===== src/rtl/button_pkg.sv =====
// Shared types and defaults for the push-button front end.
// Holds the debounce FSM state encoding and default cycle counts.
package button_pkg;

    typedef enum logic [1:0] {
        IDLE         = 2'b00,
        PRESS_WAIT   = 2'b01,
        PRESSED      = 2'b10,
        RELEASE_WAIT = 2'b11
    } btn_state_t;

    localparam int unsigned DEBOUNCE_CYCLES_DEF = 1000000;
    localparam int unsigned LONG_CYCLES_DEF     = 50000000;

endpackage


===== src/rtl/sync_2ff.sv =====
// Two-flop synchroniser for an asynchronous pad input.
// Ports: clk, rst (async active-low), i_d (raw), o_q (synchronised).
module sync_2ff (
    input  logic clk,
    input  logic rst,
    input  logic i_d,
    output logic o_q
);

    logic r_s1;
    logic r_s2;

    always_ff @(posedge clk or negedge rst) begin
        if (!rst) begin
            r_s1 <= 1'b0;
            r_s2 <= 1'b0;
        end else begin
            r_s1 <= i_d;
            r_s2 <= r_s1;
        end
    end

    assign o_q = r_s2;

endmodule


===== src/rtl/button_debouncer.sv =====
// Push-button conditioner: 2FF sync + 4-state debounce FSM with
// registered level and one-cycle rise/fall pulses.
// Ports: clk, rst (async active-low), btn_in (raw pad),
//        btn_level, btn_rise, btn_fall, btn_long.
// Optional long-press pulse enabled by macro BTN_LONG_PRESS_EN;
// without it btn_long is tied to 0.
module button_debouncer
    import button_pkg::*;
#(
    parameter int unsigned DEBOUNCE_CYCLES = DEBOUNCE_CYCLES_DEF,
    parameter int unsigned LONG_CYCLES     = LONG_CYCLES_DEF
) (
    input  logic clk,
    input  logic rst,
    input  logic btn_in,
    output logic btn_level,
    output logic btn_rise,
    output logic btn_fall,
    output logic btn_long
);

    localparam int CNT_W = $clog2(DEBOUNCE_CYCLES + 1);
    localparam logic [CNT_W-1:0] CNT_LAST = CNT_W'(DEBOUNCE_CYCLES - 1);

    logic             w_s2;
    btn_state_t       r_state;
    btn_state_t       w_state_nxt;
    logic [CNT_W-1:0] r_cnt;
    logic [CNT_W-1:0] w_cnt_nxt;
    logic             r_level;
    logic             w_level_nxt;
    logic             r_rise;
    logic             w_rise_nxt;
    logic             r_fall;
    logic             w_fall_nxt;

    sync_2ff u_sync (
        .clk (clk),
        .rst (rst),
        .i_d (btn_in),
        .o_q (w_s2)
    );

    always_ff @(posedge clk or negedge rst) begin
        if (!rst) begin
            r_state <= IDLE;
            r_cnt   <= '0;
            r_level <= 1'b0;
            r_rise  <= 1'b0;
            r_fall  <= 1'b0;
        end else begin
            r_state <= w_state_nxt;
            r_cnt   <= w_cnt_nxt;
            r_level <= w_level_nxt;
            r_rise  <= w_rise_nxt;
            r_fall  <= w_fall_nxt;
        end
    end

    // Any sample at the old level inside a WAIT state abandons the
    // qualification; re-entry clears cnt, so bounce restarts it.
    always_comb begin
        w_state_nxt = r_state;
        w_cnt_nxt   = r_cnt;
        w_level_nxt = r_level;
        w_rise_nxt  = 1'b0;
        w_fall_nxt  = 1'b0;
        unique case (r_state)
            IDLE: begin
                if (w_s2) begin
                    w_state_nxt = PRESS_WAIT;
                    w_cnt_nxt   = '0;
                end
            end
            PRESS_WAIT: begin
                if (!w_s2) begin
                    w_state_nxt = IDLE;
                end else if (r_cnt == CNT_LAST) begin
                    w_state_nxt = PRESSED;
                    w_level_nxt = 1'b1;
                    w_rise_nxt  = 1'b1;
                end else begin
                    w_cnt_nxt = r_cnt + 1'b1;
                end
            end
            PRESSED: begin
                if (!w_s2) begin
                    w_state_nxt = RELEASE_WAIT;
                    w_cnt_nxt   = '0;
                end
            end
            RELEASE_WAIT: begin
                if (w_s2) begin
                    w_state_nxt = PRESSED;
                end else if (r_cnt == CNT_LAST) begin
                    w_state_nxt = IDLE;
                    w_level_nxt = 1'b0;
                    w_fall_nxt  = 1'b1;
                end else begin
                    w_cnt_nxt = r_cnt + 1'b1;
                end
            end
        endcase
    end

    assign btn_level = r_level;
    assign btn_rise  = r_rise;
    assign btn_fall  = r_fall;

`ifdef BTN_LONG_PRESS_EN
    localparam int HOLD_W = $clog2(LONG_CYCLES + 1);
    localparam logic [HOLD_W-1:0] HOLD_LAST = HOLD_W'(LONG_CYCLES);

    logic [HOLD_W-1:0] r_hold;
    logic [HOLD_W-1:0] w_hold_nxt;
    logic [HOLD_W-1:0] w_hold_inc;
    logic              r_long;
    logic              w_long_nxt;

    assign w_hold_inc = r_hold + 1'b1;

    // Counts through PRESSED and RELEASE_WAIT so a rejected release
    // does not restart the hold; saturates at LONG_CYCLES.
    always_comb begin
        w_hold_nxt = r_hold;
        w_long_nxt = 1'b0;
        if (w_rise_nxt || w_fall_nxt) begin
            w_hold_nxt = '0;
        end else if ((r_state == PRESSED || r_state == RELEASE_WAIT)
                     && r_hold != HOLD_LAST) begin
            w_hold_nxt = w_hold_inc;
            w_long_nxt = (w_hold_inc == HOLD_LAST);
        end
    end

    always_ff @(posedge clk or negedge rst) begin
        if (!rst) begin
            r_hold <= '0;
            r_long <= 1'b0;
        end else begin
            r_hold <= w_hold_nxt;
            r_long <= w_long_nxt;
        end
    end

    assign btn_long = r_long;
`else
    logic w_unused_long;
    assign w_unused_long = ^LONG_CYCLES;
    assign btn_long = 1'b0;
`endif

endmodule

===== config.mk =====
export PLATFORM = sky130hd
export DESIGN_NAME = button_debouncer
export DESIGN_NICKNAME = d
export VERILOG_FILES = /design/src/rtl/button_pkg.sv /design/src/rtl/sync_2ff.sv /design/src/rtl/button_debouncer.sv
export SDC_FILE = /design/constraint.sdc
export NUM_CORES = 1
export LEC_CHECK = 0
export BUFFER_PORTS_ARGS = -buffer_cell sky130_fd_sc_hd__buf_2
export CORE_AREA = 4 4 58 73
export CTS_CLUSTER_DIAMETER = 80
export DETAILED_ROUTE_END_ITERATION = 6
export DIE_AREA = 0 0 62 77
export SLEW_MARGIN = 20
export SYNTH_ARGS = -nofsm -noshare
export SYNTH_HDL_FRONTEND = slang
export SYNTH_SLANG_ARGS = --single-unit
export TNS_END_PERCENT = 30

===== constraint.sdc =====
create_clock -name clk -period 2.3 [get_ports clk]
set_clock_uncertainty 0.05 [all_clocks]
set_input_delay 0.46 -clock clk [delete_from_list [all_inputs] [get_ports clk]]
set_output_delay 0.46 -clock clk [all_outputs]
set_load 0.01 [all_outputs]

==> results.md <==
* Nets@finish at 163
* H-tree depth at 1
* Worst EP required at 2.42 ns
* Leakage power at about 0.76 nW
* Total wire length at 3.182 mm
* Final setup TNS at 0 ns
* Dpl hpwl at 2.211 mm
* PwrDens at 529.0 nW/µm²
* WHS at 0.1291 ns
* Area share of the leading cell type in the synthesized netlist at between 40 and 50%
* Critical Path AT at 2.27 ns
* Net Sw Power at roughly 0.00023 W
* # diodes at 0
* Die Width at 62 µm
* P_int at 0.0006480 W
* RSZ-0062 raised after global routing: no
* Syn avg cell area at between 9 and 10 µm²
* Hold Vio Cnt, Final at 0
* Pin count of the biggest net entering global routing at 40
* EDFF count, synth at 0
* Routed via count at 1204
* Synth area leader: dfrtp_1
* DRT antenna net count at 0
* Drt first pass iters at 5
* Per-cell routed wire length at about 16 µm
* Post-synth cell types at 43
* Cts bufs inserted at 3
* Maximum vdd ir drop at 0.3159 mV
* Instance area at placement at 1614 µm²
* Crit-path cells: nor4b_1, nand4_1, or3_1, and2_1, a221o_1
* Cell Area, Synth at 1544 µm²
* Hold crit path type: in -> async
* Vias in the first global route at 1138
* Gate power share at ~8.5%
* Worst R2R Setup Slack at 0.15 ns
* Core Region at 3513 µm²
* Synth-to-layout area growth at 7.536%
* Cts repair resizes at 0
* Crit. End Element: flip-flop
* Initial antenna violation count at 0
* Synthesized instance count at between 150 and 200
* Synth warn at 0
* Starting Density at 43.95%
* Reg power frac at ~60%
* Clk slew on worst S/H paths at 0.10 ns
* Max capacitance violation total at 0
* Slew HR at 57.46%
* Setup violations, final at 0
* CP bufs+invs at 0
* Startpoint types: flip-flop
* Setup repair bufs after CTS at 0
* Slew Limit Fails at 0
* Worst reg-to-reg path cell count at 5
* Inst Count DP at between 150 and 200
* Clk pwr share at about a third
* Design area at 1660 µm²
* Residual DRC at 0
* Clock tree from TritonCTS: built
* Crit path time final at roughly 2.1 ns
* Biggest cell delay along the critical path at just over 0.5 ns
* Worst slew pin tran at 0.6381 ns
* Syn Nets at 160
* Clk_lat worst skew at 0.28 ns
* First-pass GRT wire length at ~5.3 mm
* Grt ovf at 0
* Gpl congestion at ~0.74
* Clk sinks at 27
* Port bufs at 5
* Io pins at 7
* Synth area leaders: dfrtp_1 44%, a22o_1 8.5%, mux2_2 4.4%, nand2_1 3.4%, nand3_1 2.6%
* Site Rows at 24
* Die Ht at 77 µm
* Die Area at 4774 µm²
* Non-filler cells, final at between 150 and 200
* Top delay family on crit path: simple AND/OR/NAND/NOR gates
* Flops & latches, synth at 27
* Vias per cell at 6.112
* Outcome: complete, no violations
* Most used DFF post-synth: dfrtp_1
* Tcrit/Tclk final at 93.40%
* Initial DRC Count at 60
* FILL cells at 328
* Crit Reg-Reg Startpoint: r_cnt[12]
* Fin util at a little under half
* Crit path max fanout at 8
* Root buf cell: clkbuf_8
* Worst r2r dst: r_cnt[2]
* Share of cells above drive strength 1 at 17.09%
* Clock Tree Buf Depth at 2
* Critical path class: reg -> reg
* Sw frac at 26.23%
* Asr flop ratio synth at 100.0%
* Worst path slowest cell: or3_1
* Total track usage at 14.59%
* Cts hold-fix bufs at 0
* Register area share after synthesis at 43.76%
* Fmax at between 400 and 500 MHz
==> how the worst max path moves through the flow <==
| stage | from | to | slack [ns] | cells past startpoint |
|---|---|---|---|---|
| after floorplan | r_cnt[8] | r_cnt[0] | 0.39 | 7 |
| after global placement | r_cnt[12] | r_cnt[2] | 0.24 | 5 |
| after detailed placement | r_cnt[12] | r_cnt[0] | 0.18 | 5 |
| after CTS | r_cnt[12] | r_cnt[2] | 0.17 | 5 |
| after global routing | r_cnt[12] | r_cnt[2] | 0.03 | 5 |
| final | r_cnt[12] | r_cnt[2] | 0.15 | 5 |
==> flip-flops by register name, summed over array words and instances (netlist names), named ones only <==
register / count
r_cnt: 20
btn_fall: 1
btn_level: 1
btn_rise: 1
r_state: 1
u_sync.o_q: 1
u_sync.r_s1: 1
==> cell usage after synthesis (2+ instances only) <==
library cell,number
mux2_2,6
or4_1,2
a21o_1,2
clkbuf_1,7
o31ai_1,3
nor2_1,9
and4_1,3
a21oi_1,4
a22o_1,15
a221o_1,2
dfrtp_1,27
nor3_1,7
nor3b_1,5
buf_4,2
a211o_1,2
nand2_1,14
mux2_4,2
nand3_1,8
and3_1,3
o21ai_0,5
nand4_1,6
==> final cells by class <==
type	count	area (µm²)	area share, %
timing repair buffer	10	75.07	4.521
multi-input combinational	116	810.8	48.83
sequential	27	675.6	40.69
tap	39	48.80	2.939
inverter	1	3.754	0.2261
clock buffer	3	41.29	2.487
clock inverter	1	5.005	0.3014
==> metal layers <==
metal	part of all wire [%]	GRT usage [%]
met5	0	0
met4	1.6	5.096
met3	2.4	2.017
met2	50	23.44
met1	46	19.39
==> through the flow <==
| step | setup slack, ns | total power, W |
|---|---|---|
| final | 0.1519 | 0.0008784 |
| after global routing | 0.03213 | 0.0009164 |
| after CTS | 0.1691 | 0.0008844 |
| after detailed placement | 0.1821 | 0.0006106 |
| after global placement | 0.2385 | 0.0006032 |
| after floorplan | 0.3906 | 0.0005865 |
==> cell usage in the layout (no fill, tap or decap), drive strengths merged <==
cell | Yosys | final
clkinv | 0 | 1
nand2b | 1 | 1
or3 | 1 | 1
a211o | 2 | 2
a221o | 2 | 2
a22o | 15 | 15
buf | 4 | 10
or4 | 2 | 2
and4bb | 1 | 1
nand3 | 8 | 8
xnor2 | 1 | 1
o31ai | 3 | 3
nor3 | 7 | 7
a21oi | 4 | 4
and3 | 3 | 3
ha | 1 | 1
nand2 | 15 | 15
or2 | 1 | 1
o211ai | 1 | 1
a211oi | 1 | 1
nor2 | 9 | 9
dfrtp | 27 | 27
and2 | 1 | 1
mux2 | 8 | 8
clkbuf | 8 | 3
nor3b | 5 | 5
inv | 1 | 1
conb | 1 | 1
nor4b | 2 | 2
o311a | 1 | 1
a21boi | 1 | 1
a31oi | 1 | 1
nand4 | 6 | 6
o21ai | 5 | 5
and4 | 4 | 4
a21o | 2 | 2
nor2b | 1 | 1
==> power groups by stage <==
stage	clock, W	combinational, W	sequential [W]
2_1_floorplan	0	0.0000725	0.000514
3_3_place_gp	0	0.0000725	0.000531
3_5_place_dp	0	0.0000770	0.000534
4_1_cts	0.000283	0.0000767	0.000524
5_1_grt	0.000303	0.0000854	0.000528
6_report	0.000279	0.0000750	0.000525
==> cell families (layout without fill, tap and decap cells) <==
group                      count (synthesis)  in the layout  share of synthesized area [%]
and+or+nand+nor                           67             67                          25.29
AOI/OAI and AO/OA                         38             38                          18.80
DFF                                       27             27                          43.76
buffers and inverters                     13             15                          4.213
muxes                                      8              8                          6.321
adders and majority gates                  1              1                         0.8102
other                                      1              1                         0.2429
xor gates and xnor gates                   1              1                         0.5674
==> worst register-to-register path, cell delays in order, from the launching register on <==
cell	delay (ns)
dfrtp_1	0.46
nor4b_1	0.31
nand4_1	0.17
or3_1	0.51
and2_1	0.25
a221o_1	0.29
(Power assumes the default switching activity.)
